==> src/rtl/nn_sample_sequencer_if.sv <==
// Valid/ready sample stream (in_*) and result stream (out_*) of nn_sample_sequencer.
// The master modport is the sequencer side; slave is the upstream/downstream side.
interface nn_sample_sequencer_if #(
  parameter int WWDITH = 32
);
  logic                    in_valid;
  logic                    in_ready;
  logic signed [WWDITH:0]  in_x0;
  logic signed [WWDITH:0]  in_x1;
  logic signed [WWDITH:0]  in_x2;
  logic signed [WWDITH:0]  in_x3;
  logic                    out_valid;
  logic                    out_ready;
  logic signed [2*WWDITH:0] out_y0;
  logic signed [2*WWDITH:0] out_y1;

  modport master (
    input  in_valid, in_x0, in_x1, in_x2, in_x3, out_ready,
    output in_ready, out_valid, out_y0, out_y1
  );

  modport slave (
    output in_valid, in_x0, in_x1, in_x2, in_x3, out_ready,
    input  in_ready, out_valid, out_y0, out_y1
  );
endinterface

==> src/rtl/nn_sample_sequencer.sv <==
// Handshaked initiator for the FeedForwardNN core: accepts a sample, waits LATENCY cycles, presents y0/y1.
// Define SEQ_ARGMAX_EN to add out_class (1 when signed nn_y1 > nn_y0).
module nn_sample_sequencer #(
  parameter int WWDITH  = 32,
  parameter int LATENCY = 24,
  parameter int CNT_W   = 16
) (
  input  logic                      CLK,
  input  logic                      RST,
  nn_sample_sequencer_if.master     stream,
  output logic signed [WWDITH:0]    nn_x0,
  output logic signed [WWDITH:0]    nn_x1,
  output logic signed [WWDITH:0]    nn_x2,
  output logic signed [WWDITH:0]    nn_x3,
  input  logic signed [2*WWDITH:0]  nn_y0,
  input  logic signed [2*WWDITH:0]  nn_y1,
  output logic                      busy,
  output logic [CNT_W-1:0]          sample_count
`ifdef SEQ_ARGMAX_EN
  ,
  output logic                      out_class
`endif
);

  typedef enum logic [1:0] {ST_IDLE, ST_WAIT, ST_HOLD} state_t;

  localparam logic [CNT_W-1:0] CNT_LOAD = CNT_W'(LATENCY - 1);

  state_t           state;
  state_t           state_next;
  logic [CNT_W-1:0] cnt;
  logic             accept;
  logic             capture;
  logic             handoff;

  assign stream.in_ready = (state == ST_IDLE) & ~RST;
  assign busy            = (state != ST_IDLE);
  assign accept          = stream.in_valid & stream.in_ready;
  assign capture         = (state == ST_WAIT) && (cnt == '0);
  assign handoff         = stream.out_valid & stream.out_ready;

  always_ff @(posedge CLK) begin
    if (RST) begin
      state <= ST_IDLE;
    end else begin
      state <= state_next;
    end
  end

  always_comb begin
    state_next = state;
    case (state)
      ST_IDLE: if (accept)  state_next = ST_WAIT;
      ST_WAIT: if (capture) state_next = ST_HOLD;
      ST_HOLD: if (handoff) state_next = ST_IDLE;
      default:              state_next = ST_IDLE;
    endcase
  end

  // nn_x only moves on accept, so the core never sees its inputs change mid-computation
  always_ff @(posedge CLK) begin
    if (RST) begin
      nn_x0            <= '0;
      nn_x1            <= '0;
      nn_x2            <= '0;
      nn_x3            <= '0;
      cnt              <= '0;
      stream.out_y0    <= '0;
      stream.out_y1    <= '0;
      stream.out_valid <= 1'b0;
      sample_count     <= '0;
    end else begin
      if (accept) begin
        nn_x0 <= stream.in_x0;
        nn_x1 <= stream.in_x1;
        nn_x2 <= stream.in_x2;
        nn_x3 <= stream.in_x3;
        cnt   <= CNT_LOAD;
      end else if ((state == ST_WAIT) && (cnt != '0)) begin
        cnt <= cnt - 1'b1;
      end

      if (capture) begin
        stream.out_y0    <= nn_y0;
        stream.out_y1    <= nn_y1;
        stream.out_valid <= 1'b1;
      end else if (handoff) begin
        stream.out_valid <= 1'b0;
        sample_count     <= sample_count + 1'b1;
      end
    end
  end

`ifdef SEQ_ARGMAX_EN
  always_ff @(posedge CLK) begin
    if (RST) begin
      out_class <= 1'b0;
    end else if (capture) begin
      out_class <= (nn_y1 > nn_y0);
    end
  end
`endif

endmodule

==> src/flat_wrapper.sv <==
// flat-port wrapper written by rule: the top's interface ports become plain ports
module nn_sample_sequencer_flat 
#(
  parameter int WWDITH  = 32,
  parameter int LATENCY = 24,
  parameter int CNT_W   = 16
)
  (CLK, RST, nn_x0, nn_x1, nn_x2, nn_x3, nn_y0, nn_y1, busy, sample_count, stream_in_valid, stream_in_x0, stream_in_x1, stream_in_x2, stream_in_x3, stream_out_ready, stream_in_ready, stream_out_valid, stream_out_y0, stream_out_y1);
  nn_sample_sequencer_if #(.WWDITH(WWDITH)) stream_i ();
  input  logic CLK;
  input  logic RST;
  output logic signed [WWDITH:0] nn_x0;
  output logic signed [WWDITH:0] nn_x1;
  output logic signed [WWDITH:0] nn_x2;
  output logic signed [WWDITH:0] nn_x3;
  input  logic signed [2*WWDITH:0] nn_y0;
  input  logic signed [2*WWDITH:0] nn_y1;
  output logic busy;
  output logic [CNT_W-1:0] sample_count;
  input wire logic [$bits(stream_i.in_valid)-1:0] stream_in_valid;
  input wire logic [$bits(stream_i.in_x0)-1:0] stream_in_x0;
  input wire logic [$bits(stream_i.in_x1)-1:0] stream_in_x1;
  input wire logic [$bits(stream_i.in_x2)-1:0] stream_in_x2;
  input wire logic [$bits(stream_i.in_x3)-1:0] stream_in_x3;
  input wire logic [$bits(stream_i.out_ready)-1:0] stream_out_ready;
  output wire logic [$bits(stream_i.in_ready)-1:0] stream_in_ready;
  output wire logic [$bits(stream_i.out_valid)-1:0] stream_out_valid;
  output wire logic [$bits(stream_i.out_y0)-1:0] stream_out_y0;
  output wire logic [$bits(stream_i.out_y1)-1:0] stream_out_y1;
  assign stream_i.in_valid = stream_in_valid;
  assign stream_i.in_x0 = stream_in_x0;
  assign stream_i.in_x1 = stream_in_x1;
  assign stream_i.in_x2 = stream_in_x2;
  assign stream_i.in_x3 = stream_in_x3;
  assign stream_i.out_ready = stream_out_ready;
  assign stream_in_ready = stream_i.in_ready;
  assign stream_out_valid = stream_i.out_valid;
  assign stream_out_y0 = stream_i.out_y0;
  assign stream_out_y1 = stream_i.out_y1;
  nn_sample_sequencer #(.WWDITH(WWDITH), .LATENCY(LATENCY), .CNT_W(CNT_W)) u_core (.CLK(CLK), .RST(RST), .stream(stream_i), .nn_x0(nn_x0), .nn_x1(nn_x1), .nn_x2(nn_x2), .nn_x3(nn_x3), .nn_y0(nn_y0), .nn_y1(nn_y1), .busy(busy), .sample_count(sample_count));
endmodule
==> config.mk <==
export PLATFORM = sky130hd
export DESIGN_NAME = nn_sample_sequencer_flat
export DESIGN_NICKNAME = d
export VERILOG_FILES = /design/src/rtl/nn_sample_sequencer_if.sv /design/src/rtl/nn_sample_sequencer.sv /design/src/flat_wrapper.sv
export SDC_FILE = /design/constraint.sdc
export NUM_CORES = 1
export LEC_CHECK = 0
export CORE_AREA = 3 3 212 214
export CTS_BUF_LIST = sky130_fd_sc_hd__clkbuf_8
export CTS_CLUSTER_SIZE = 16
export DETAILED_ROUTE_END_ITERATION = 12
export DIE_AREA = 0 0 215 217
export PLACE_DENSITY = 0.62
export SLEW_MARGIN = 20
export SYNTH_ARGS = -nofsm -noshare
export SYNTH_HDL_FRONTEND = slang
export SYNTH_SLANG_ARGS = --single-unit
export TNS_END_PERCENT = 100
==> constraint.sdc <==
create_clock -name CLK -period 1.8 [get_ports CLK]
set_input_delay 0.18 -clock CLK [delete_from_list [all_inputs] [get_ports CLK]]
set_output_delay 0.18 -clock CLK [all_outputs]
set_load 0.05 [all_outputs]
==> results of run 1 <==
==> kinds of logic after synthesis <==
| family | Yosys count | share of synthesized area, % |
|---|---|---|
| compound gates | 444 | 19.7 |
| fa+ha+maj | 2 | 0.213 |
| buf+inv | 134 | 5.57 |
| flops | 297 | 50.6 |
| mux | 18 | 1.76 |
| simple gates | 495 | 22.2 |
==> power by group through the flow <==
| stage | sequential (mW) | combinational, mW | clock, mW |
|---|---|---|---|
| floorplan | 8.90 | 1.78 | 0 |
| global placement | 7.40 | 5.46 | 0 |
| detailed placement | 7.42 | 5.48 | 0 |
| CTS | 7.27 | 5.31 | 6.73 |
| global route | 7.33 | 6.37 | 7.04 |
| finish | 7.27 | 6.02 | 6.47 |
==> routing by layer <==
metal	track usage, %	vias to the layer above	wire [um]
met1	21.5	5562	18500
met2	29.8	447	21500
met5	0	-	13
met4	6.59	2	1690
met3	6.67	100	3800
li1	-	5961	-
==> synthesized netlist by cell type, drive strengths merged (11+ instances only) <==
master / instances
dfxtp: 297
o21ai: 267
a21oi: 148
nand2: 141
nand3: 140
nand2b: 137
clkbuf: 89
buf: 40
nor2: 24
mux2: 15
nor2b: 15
a211oi: 11
or4: 11
==> final cells by class <==
type | instances | area, um^2 | area share (%)
Inverter | 5 | 18.8 | 0.0967
Multi-Input combinational cell | 960 | 5480 | 28.2
Antenna cell | 2 | 5.00 | 0.0258
Sequential cell | 297 | 5960 | 30.7
Tap cell | 585 | 732 | 3.77
Clock buffer | 70 | 963 | 4.97
Clock inverter | 25 | 143 | 0.735
Timing Repair Buffer | 632 | 6110 | 31.5
==> state kept, by name, indices dropped and copies added (netlist names) <==
signal	cells
u_core.stream.out_valid	1
u_core.stream.out_y0	65
u_core.nn_x1	33
u_core.cnt	16
u_core.sample_count	16
u_core.stream.out_y1	65
u_core.nn_x0	33
u_core.nn_x3	33
u_core.nn_x2	33
u_core.state	2
==> worst paths after layout <==
kind | startpoint | endpoint | slack (ps)
worst max-delay path | u_core.cnt[1] | u_core.stream.out_y0[19] | -30
worst min-delay path | nn_y1[3] | u_core.stream.out_y1[3] | 120
worst max register to register | u_core.cnt[1] | u_core.stream.out_y0[19] | -30
worst min register to register | u_core.stream.out_y0[1] | u_core.stream.out_y0[1] | 460
==> timing repair <==
item | 4_1_cts | 5_1_grt
endpoints found under the hold margin | 14 | 0
setup endpoints to repair | 236 | 161
hold buffers | 1 | 0
pin swaps | 2 | 22
resized for setup | 228 | 147
setup buffers | 0 | 13
gates cloned | 1 | 8
==> tightest hold or removal path, delay by kind of cell <==
kind                   cells  cell delay [ps]
buffers and inverters      1              400
AND/OR/NAND/NOR            1               60
AO/OA/AOI/OAI              1               50
==> summary by stage, run 1 <==
Yosys
The number of register bits inferred by synthesis is 297. The number of different library cells used by synthesis comes to 46. Summing the sequential cell areas from Yosys gives 50.6% of the chip area.

Counting flops with a built-in enable in the synthesized netlist gives 0. The synthesized design spends more area on one cell type than any other, namely sky130_fd_sc_hd__dfxtp_1. For this run, asynchronously set or reset flops after synthesis account for 0%. By area the synthesized netlist is led by sky130_fd_sc_hd__dfxtp_1 51%, sky130_fd_sc_hd__o21ai_0 11%, sky130_fd_sc_hd__nand2b_1 7.3%. The commonest register cell after synthesis is sky130_fd_sc_hd__dfxtp_1. Counting every net in the synthesized netlist gives 1,658. The number of standard cells after synthesis is 1,390. The total of warnings raised by yosys is 0. The mapped netlist covers 11,700 um^2.

Dividing the synthesized area by the synthesized cell count gives 8.45 um^2. The area fraction of the dominant cell type after synthesis is 50.6%.

Pwr
In this run, flip-flops and latches consume 36.8% of the power. Power comes to 19.8 mW. The logic gate share of total power is 30.4%. For this design the static power due to leakage is 7.94 nW. The internal power component is 12.9 mW. Of the total power, the share spent switching nets is 34.8%.

Dividing total power by cell area gives a power density of 1020 nW/um^2. VDD sags by at most 0.562 mV. The net switching component of the power is 6.87 mW. The clock network burns 32.8% of the power.

Status
The checks that failed: setup timing. The flow ran to the end, but the final reports show violations.

Clock network
The clock insertion delay at the later pin of the skew report is 610 ps. The number of H-tree levels is 2. In this run, CTS created clock tree buffers numbering 54. TritonCTS built the clock tree. Counting every sink on the clock net gives between 200 and 300. In this run the clock root is driven by a sky130_fd_sc_hd__clkbuf_8. After clock tree synthesis, the clock-pin slew on the worst setup and hold paths is 60 ps.

The maximum count of clock buffers along a single path is 3.

STA
The maximum operating frequency is 545 MHz. Clock skew on the completed layout was measured at 17.1 ps. The total negative slack for setup checks is -325 ps.

Setup repair after global routing could not meet its margin everywhere. Setup violations remaining at the end of the flow were counted as 32. The final hold violation count is 0. For the pin with the worst max-slew slack, the measured transition is 705 ps.

The post-layout minimum cycle time is 1830 ps. The worst slew slack as a fraction of its limit is 53.0%. The worst hold slack across all endpoints is 119 ps. The max-slew violation count came to 0. Across all setup checks in the final design, the least slack found is -33.7 ps. After layout, the worst path uses 102% of the clock period.

Hold path
The count of cells along the worst hold path is 3. The path category of the worst min-delay check is in2reg.

Drt
The routed via count is 12,100. The iteration count of the initial detailed-routing pass is 4. The DRC violations left is 0. Wires add up to roughly 46,000 um. After the first detailed-routing iteration, the DRC count stood at 780.

The count of nets left with antenna violations once routing finished came out at 0. The average vias per placed instance is ~4.7. The detailed-route wire length per cell is 17.7 um.

Critical path
Among cell families on the critical path, the largest total delay comes from buffers and inverters. The critical path's most frequent cell is sky130_fd_sc_hd__buf_12. The largest stage delay on the critical path is 330 ps. In this run the number of cells on the critical path is 9. The data arrival time of the critical path is 2310 ps. The slowest stage of the critical path is the sky130_fd_sc_hd__dfxtp_2 cell. The buffering stage count on the worst path with inverters included is 4. The critical-path maximum fanout is 10. The nature of the critical path endpoint is a flop. Traced cell by cell, the critical path runs through inv_2 > ha_4 > nor3b_4 > buf_6 > nand4_4 > buf_12 > buf_12 > o21ai_2 > a21oi_1.

The worst endpoint required time is 2280 ps. The sort of element at the start of the critical path is a flop. The critical path in this run is classified as reg2reg. The number of cells on the worst reg-to-reg path is 9.

Cells and area
The share of cells above drive strength 1 is ~17%. Leaving out fill and tap cells, the most frequent cell in the layout is sky130_fd_sc_hd__dfxtp_1. The number of non-filler instances in the completed layout is 2,576.

The final cell area excluding filler cells is 19,400 um^2. After the last flow step, the layout net total stands at 2,218. The filler cells instantiated in the layout total 4,230.

Leaving out fill and tap cells, the most frequent cells in the layout are 287 x sky130_fd_sc_hd__dfxtp_1, 264 x sky130_fd_sc_hd__clkdlybuf4s50_1, 216 x sky130_fd_sc_hd__dlygate4sd2_1. Cells fill 45.0% of the core in the end. Compared with the post-synthesis result, the final layout area differs by 65.2%.

Global route
Entering global routing, the biggest net connects ~130 pins. The global-route wire length before repair is 68,400 um. The via count of the first global-routing pass is 12,000. The initial antenna violation count was 3. The residual overflow from global routing is 0. The total global routing track utilization is 18.0%.

Floorplanning
The floorplan step defined a die boundary enclosing between 40,000 and 50,000 um^2. The initial utilization of the core area, before any placement, comes to a little over a quarter. 547 I/O pins were placed. The initialized floorplan defines 76 standard-cell rows.

The die is between 200 and 250 um wide. The area of the core region is 43,100 um^2. From bottom edge to top edge, the die measures 217 um.

Placement
The total instance count after detailed placement is 2,456. At the end of routability-driven placement, the weighted congestion stood at 0.808. The placed instances occupy a cell area of 17,900 um^2. The worst slack at placement is -51.0 ps.

Input and output buffers added on the ports amount to approximately 550. The sum of net half-perimeters after detailed placement is 31,500 um.

Run
Across the run, the number of max-cap violations was 0.
No activity file was read; power rests on OpenSTA's default activity.
==> run 2: changes to the inputs <==
--- a/config.mk
+++ b/config.mk
@@ -5,12 +5,15 @@
 export SDC_FILE = /design/constraint.sdc
 export NUM_CORES = 1
 export LEC_CHECK = 0
-export CORE_AREA = 3 3 212 214
+export CELL_PAD_IN_SITES_DETAIL_PLACEMENT = 1
+export CELL_PAD_IN_SITES_GLOBAL_PLACEMENT = 2
+export CORE_ASPECT_RATIO = 0.6
+export CORE_MARGIN = 3
+export CORE_UTILIZATION = 21
 export CTS_BUF_LIST = sky130_fd_sc_hd__clkbuf_8
 export CTS_CLUSTER_SIZE = 16
 export DETAILED_ROUTE_END_ITERATION = 12
-export DIE_AREA = 0 0 215 217
-export PLACE_DENSITY = 0.62
+export PLACE_DENSITY = 0.81
 export SLEW_MARGIN = 20
 export SYNTH_ARGS = -nofsm -noshare
 export SYNTH_HDL_FRONTEND = slang
==> run 2 against run 1 <==
Effect of this change:
- die area is 26% higher
- critical path depth down 3
- power increased by 5.4%
- non-clock buffer count is 9 higher
- the run still ends with setup timing left
- sequential power is essentially flat
- first-iteration DRC count decreased by 21%
- critical endpoint is now u_core.stream.out_y1[64]
==> summary by stage, run 2 (synthesis results as in run 1) <==
Floorplanning
The die outline width is 311 um. The floorplan has 66 rows. The area of the core region is 54,800 um^2.

The overall die area is 58,900 um^2. The vertical extent of the die is 189 um. For this design the top-level I/O count stands at 547.

The starting density of the core is 21.4%.

Global route
The initial antenna violation count was 3. The first global-routing pass estimated 79,600 um of wire. The residual overflow from global routing is 0. The via count of the first global-routing pass is 12,900.

The maximum number of pins on one net before global-route repair is 122. The total global routing track utilization is 17.2%.

Critical path
The worst setup path is launched from a flop. The data arrival time of the critical path is 2420 ps. Data on the critical path is required at its endpoint by 2360 ps. The worst setup path is of the reg2reg kind. In this run the worst path has a maximum fanout of 21. STA classifies the critical path endpoint as a flop.

Cells and area
The layout has 6,395 filler cells. The most common cell after layout, fill and taps aside is sky130_fd_sc_hd__dfxtp_1. Measured on the finished design, the core utilization comes to 36.5%. Compared with the post-synthesis result, the final layout area differs by 70.2%. The count of nets after finishing is 2,224.

The final cell area excluding filler cells is roughly 20,000 um^2. The number of non-filler instances in the completed layout is 2,745. In the final layout, the registers with the most flip-flops are u_core.stream.out_y0 (65), u_core.stream.out_y1 (65). In the layout the commonest cells are 281 x sky130_fd_sc_hd__dfxtp_1, 264 x sky130_fd_sc_hd__clkdlybuf4s50_1, 205 x sky130_fd_sc_hd__o21ai_0. Of the cells placed in the final design, the portion with a size suffix greater than 1 is approximately a fifth.

STA
Setup violations remaining at the end of the flow were counted as 99. After layout, the minimum clock period comes to 1860 ps. The worst hold slack across all endpoints is just under 100 ps. The maximum operating frequency is approximately 540 MHz.

Setup repair after global routing could not meet its margin everywhere. The worst slew slack as a fraction of its limit is 47.2%. The period utilization is 103%. The final hold violation count is 0. The max-slew violation count is 0. The final worst-path setup slack is -60.5 ps. The slew at the pin with the worst max-slew slack is 793 ps. Across the routed clock network, the largest skew measured is 44.3 ps.

Clock network
The number of sinks on the clock net is 297. The cts-stage hold buffer count is 0. After clock tree synthesis, the clock-pin slew on the worst setup and hold paths is 70 ps. The total clock buffers created by CTS is 52.

The clock insertion delay at the later pin of the skew report is about 640 ps. The clock tree root driver cell is sky130_fd_sc_hd__clkbuf_8. Counting along the longest clock path gives a buffer depth of 3. The clock tree from TritonCTS is yes. CTS built an H-tree with a depth of 2.

Drt
The detailed router placed 12,600 vias in this run. Dividing the detail-routed via count by the number of cells gives 4.60. The detail route stage leaves a number of antenna-violating nets equal to 0. The DRC violations left is 0.

The detailed-route wire length is between 50,000 and 60,000 um. After the first detailed-routing iteration, the DRC count stood at 613. The iteration count of the initial detailed-routing pass is 4. Dividing the detail-routed wire length by the instance count gives 20.5 um.

Placement
The sum of net half-perimeters after detailed placement is 37,500 um. The total instance count after detailed placement is between 2,000 and 3,000. The routability-driven placement congestion ratio is 0.783.

Input and output buffers added on the ports amount to 546. In this run the cell area measured after placement is around 18,000 um^2.

Hold path
The path category of the worst min-delay check is in2reg.

Pwr
The largest voltage drop on the vdd net is 0.443 mV. The logic gate share of total power is 33.5%. The design draws approximately 21 mW. The switching power as a share of total power is 36.7%. The ratio of total power to cell area is approximately 1000 nW/um^2. The internal power component is approximately 13 mW. The share of total power dissipated in sequential elements is 35.0%. The clock power share is 31.5%. In this run the power spent charging and discharging nets is between 7 and 8 mW. In this run the static leakage power is 7.97 nW.

Status
The final reports fail on setup timing. The run finished, with violations left.

Run
The count of max-cap constraint violations is 0.
-- run 2: cell count changes in the layout (fill, tap and decap cells not counted), sizes merged, moves of 3 or more --
cell / previous run / this run
inv: 18 / 24
clkdlybuf4s15: 3 / 19
clkinv: 9 / 6
buf: 145 / 161
dlygate4sd2: 216 / 181
clkbuf: 73 / 83
-- run 2: cell type report --
type	count	area [um^2]	share of cell area [%]
Antenna cell	1	2.50	0.0125
Clock buffer	67	922	4.61
Clock inverter	27	151	0.757
Inverter	5	18.8	0.0939
Multi-Input combinational cell	959	5640	28.2
Sequential cell	297	5970	29.9
Tap cell	748	936	4.68
Timing Repair Buffer	641	6350	31.8
-- run 2: what timing repair did --
item                                   in CTS  in global routing
setup endpoints to repair                 362                184
endpoints found under the hold margin       0                  0
resized for setup                         280                152
buffers inserted                           13                  6
pin swaps                                   5                 33
cloned                                      4                 15
-- run 2: power groups by stage --
stage / Sequential [mW] / Combinational [mW] / Clock (mW)
2_1_floorplan: 8.90 / 1.78 / 0
3_3_place_gp: 7.40 / 5.40 / 0
3_5_place_dp: 7.43 / 5.47 / 0
4_1_cts: 7.28 / 5.86 / 6.86
5_1_grt: 7.35 / 7.30 / 7.22
6_report: 7.29 / 6.98 / 6.56
-- run 2: stage by stage --
step,setup TNS (ps),setup slack (ps)
floorplan,-152,-32.9
global placement,-606,-103
detailed placement,-2590,-87.0
CTS,-3140,-67.1
global route,-16560,-177
finish,-2240,-60.5
-- run 2: metal layers --
layer,share of wire [%],up-vias,global-route usage (%)
met3,4.8,115,4.32
met5,0.041,-,0
met4,3.0,4,5.49
met1,44,6288,21.1
li1,-,5948,-
met2,49,268,29.6
-- run 2: path summary, 6_finish.rpt --
path                            startpoint                        to  slack, ps  cells after the start
setup / recovery             u_core.cnt[8]  u_core.stream.out_y1[64]        -60                      6
hold / removal                   nn_y1[16]  u_core.stream.out_y1[16]        100                      3
setup reg to reg             u_core.cnt[8]  u_core.stream.out_y1[64]        -60                      6
hold reg to reg   u_core.stream.out_y0[19]  u_core.stream.out_y0[19]        460                      2
-- run 2: worst max-delay path, stage by stage (launching register included) --
cell                        delay, ps
sky130_fd_sc_hd__dfxtp_4          360
sky130_fd_sc_hd__nor4_4           360
sky130_fd_sc_hd__and4_4           400
sky130_fd_sc_hd__buf_4            210
sky130_fd_sc_hd__clkbuf_16        220
sky130_fd_sc_hd__nand3_1           90
sky130_fd_sc_hd__a21oi_1          140
==> run 3: changes to the inputs <==
--- a/config.mk
+++ b/config.mk
@@ -5,11 +5,12 @@
 export SDC_FILE = /design/constraint.sdc
 export NUM_CORES = 1
 export LEC_CHECK = 0
+export ABC_AREA = 1
 export CELL_PAD_IN_SITES_DETAIL_PLACEMENT = 1
 export CELL_PAD_IN_SITES_GLOBAL_PLACEMENT = 2
 export CORE_ASPECT_RATIO = 0.6
 export CORE_MARGIN = 3
-export CORE_UTILIZATION = 21
+export CORE_UTILIZATION = 20
 export CTS_BUF_LIST = sky130_fd_sc_hd__clkbuf_8
 export CTS_CLUSTER_SIZE = 16
 export DETAILED_ROUTE_END_ITERATION = 12
==> run 3 against run 2 <==
Effect of this change:
- the run now ends clean
- flip-flop and latch count unchanged
- critical endpoint is now u_core.stream.out_y0[4]
- power down 7.4%
- largest power group unchanged
- clock skew down 9.6 ps
- critical path type unchanged
- sequential power up 4.0%
==> summary by stage, run 3 <==
Yosys
The share of synthesized area occupied by flip-flops and latches is 56.4%. The total of warnings raised by yosys is 0. The mean instance size in the synthesized netlist is 8.90 um^2. The synthesized area is 10,500 um^2. The number of distinct standard cells referenced by the synthesized netlist is 30.

The commonest register cell after synthesis is sky130_fd_sc_hd__dfxtp_1. Sorting the synthesized cells by how often they occur yields 297 x sky130_fd_sc_hd__dfxtp_1, 161 x sky130_fd_sc_hd__inv_1, 152 x sky130_fd_sc_hd__a21oi_1, 132 x sky130_fd_sc_hd__a22o_1, 111 x sky130_fd_sc_hd__o21ai_0. The cell count after synthesis came out at between 1,000 and 1,500. The synthesized design devotes to its leading area cell type roughly 56% of total area. The most frequently used cell type in the post-synthesis netlist is sky130_fd_sc_hd__dfxtp_1. When the netlist entered floorplanning its net count stood at 1,453.

The number of enable flip-flop cells after synthesis is 0. The library cell with the largest summed area after synthesis is sky130_fd_sc_hd__dfxtp_1. Sorting the synthesized cells by area gives the leading types as sky130_fd_sc_hd__dfxtp_1 56%, sky130_fd_sc_hd__a22o_1 11%, sky130_fd_sc_hd__a21oi_1 7.2%.

The fraction of synthesis flops using an asynchronous set or reset pin is 0%. The number of register bits inferred by synthesis is 297.

Critical path
In this run the critical register-to-register path is captured at u_core.stream.out_y0[4]. The startpoint of the worst setup timing path is u_core.cnt[0]. The largest single stage delay on the critical path is about 300 ps. Counting cells, the worst reg-to-reg path comes to 8. Across all register-to-register paths, the minimum setup slack is 80 ps. The critical path is of the reg2reg type.

The slowest cell on the critical path is sky130_fd_sc_hd__dfxtp_1. STA puts the critical path data arrival time at 2170 ps. The most critical setup path has its endpoint at u_core.stream.out_y0[4].

The launch instance of the worst register-to-register path is u_core.cnt[0]. The worst setup path is launched from a flop. STA puts the critical path data required time at 2250 ps.

The critical-path maximum fanout is 78. The critical path goes through inv_1 > ha_2 > nand2_2 > nor2_4 > nand3_4 > buf_12 > o21ai_0 > a21oi_1. The nature of the critical path endpoint is a flop.

Global route
Entering global routing, the biggest net connects roughly 130 pins. In the global route stage, overall resource usage came out at 14.5%. The global-route wire length before repair is 64,100 um.

The initial antenna violation count is 7. The via count of the first global-routing pass is ~11,000. The residual overflow from global routing is 0.

Clock network
TritonCTS built the clock tree. The H-tree generated during clock tree synthesis spans 2 levels. The maximum count of clock buffers along a single path is 3. The clock insertion delay at the later pin of the skew report is 600 ps. Clock tree synthesis found a total of 297 sinks.

The tree is rooted in a sky130_fd_sc_hd__clkbuf_8. The cts-stage hold buffer count is 0. In this run, CTS created clock tree buffers numbering 49.

After clock tree synthesis, the clock-pin slew on the worst setup and hold paths is ~70 ps.

STA
The total negative slack for setup checks is 0 ps. The clock arrives with 34.7 ps of skew. The worst pin sits at a relative slew slack of 58.8%. The clock period could shrink to 1720 ps. Setup violations remaining at the end of the flow were counted as 0. Once routing completed, OpenROAD measured the worst setup slack at 81.3 ps. Setup repair after global routing could not meet its margin everywhere. The maximum operating frequency is 582 MHz.

The max-slew violation count came to 0. The period utilization is 95.5%. At the pin with the least slew margin, the transition time is 618 ps. The final hold violation count is 0.

Floorplanning
The floorplan row count is 64. The overall die area is 55,600 um^2. The starting density of the core is between 20% and 30%. about 550 I/O pins were placed. The die is around 300 um wide. After floorplanning, the core was sized to cover 51,600 um^2. The vertical extent of the die is 184 um.

Placement
Input and output buffers added on the ports amount to ~550. The total instance count after detailed placement is 2,376. The sum of net half-perimeters after detailed placement is 31,900 um. Prior to clock tree synthesis, the placed netlist has a worst setup slack of -23.4 ps. The routability-driven placement congestion ratio is 0.776.

Drt
Detailed routing inserted a total of 10,500 vias. The detailed router finished its first iteration with between 400 and 500 violations. The count of nets left with antenna violations once routing finished came out at 0. After detailed routing, the number of remaining DRC violations is 0. For this run, the detailed router's first-pass iteration total came to 4. The detailed-route wire length per cell is 17.9 um. The detailed-route wire length is 44,300 um. The average vias per placed instance is 4.25.

Cells and area
In the layout the commonest cells are 297 x sky130_fd_sc_hd__dfxtp_1, 265 x sky130_fd_sc_hd__clkdlybuf4s50_1, 231 x sky130_fd_sc_hd__dlygate4sd2_1. The number of non-filler instances in the completed layout is 2,477. Leaving out fill and tap cells, the most frequent cell in the layout is sky130_fd_sc_hd__dfxtp_1. The largest registers in the layout are u_core.stream.out_y0 (65), u_core.stream.out_y1 (65). The share of cells above drive strength 1 is 10.5%. The filler cell count in the final layout is 6,061. Relative to the synthesized area, the layout overhead comes to 67.9%. At the end of the flow, the number of nets in the layout was 2,010.

Pwr
The static leakage is 7.87 nW. The ratio of total power to cell area is 1090 nW/um^2. The worst-case IR drop observed on VDD is 0.582 mV.

Run
The count of max-cap constraint violations is 0.

Status
The flow ran to the end, and the final reports show no timing, DRC or antenna violations.

Hold path
The worst hold path belongs to the class in2reg.
-- run 3: where the power goes --
group	total [mW]	internal (mW)	switching, mW
logic	5.55	1.88	3.67
registers	7.58	7.21	0.361
clock network	6.16	3.23	2.93
-- run 3: worst min path at each step --
stage	start	slack (ps)	end	cells after the start
finish	stream_in_x0[7]	170	u_core.nn_x0[7]	2
global route	stream_in_x3[24]	120	u_core.nn_x3[24]	2
CTS	stream_in_x3[24]	110	u_core.nn_x3[24]	2
detailed placement	u_core.stream.out_y0[54]	440	u_core.stream.out_y0[54]	2
global placement	u_core.stream.out_y0[3]	430	u_core.stream.out_y0[3]	2
floorplan	stream_in_x3[16]	310	u_core.nn_x3[16]	1
-- run 3: cell type report --
class	instances	area [um^2]	share of cell area [%]
Antenna cell	6	15.0	0.0848
Clock buffer	61	840	4.74
Clock inverter	26	163	0.919
Inverter	165	627	3.54
Multi-Input combinational cell	645	3700	20.9
Sequential cell	297	5950	33.6
Tap cell	693	867	4.90
Timing Repair Buffer	584	5550	31.3
-- run 3: critical path: cells and delay by family (launching register included) --
kind            cells  cell delay [ps]
compound gates      2              290
simple gates        3              390
buf+inv             2              330
flops               1              300
fa+ha+maj           1              200
-- run 3: per-stage QoR --
stage,instance area [um^2],util [%],total power [mW],hold WS [ps]
4_1_cts,17500,34.0,19.6,112
3_3_place_gp,16800,32.6,13.4,430
5_1_grt,17700,34.3,20.3,120
6_report,17700,34.3,19.3,171
2_1_floorplan,10600,-,11.1,313
3_5_place_dp,16800,32.6,13.5,437
-- run 3: repair_timing --
action                                  CTS  global route
gates cloned                              0             4
gates resized for setup                 234            18
pin swaps                                 1             3
setup buffers                             0             4
endpoints found under the setup margin  241            59
hold endpoints to repair                  0             0
-- run 3: logic make-up after synthesis --
group           count (synthesis)  synth area share [%]
xor+xnor                        9                 0.747
flops                         297                  56.4
compound gates                423                  24.8
simple gates                  211                  8.66
fa+ha+maj                       2                 0.237
buf+inv                       243                  9.18
-- run 3: routing by layer --
| layer | up-vias | part of all wire [%] | global-route usage, % |
|---|---|---|---|
| met1 | 5060 | 43 | 18.0 |
| met3 | 88 | 5.9 | 4.27 |
| met5 | - | 0.077 | 0 |
| met2 | 263 | 48 | 24.2 |
| li1 | 5109 | - | - |
| met4 | 6 | 2.8 | 4.76 |
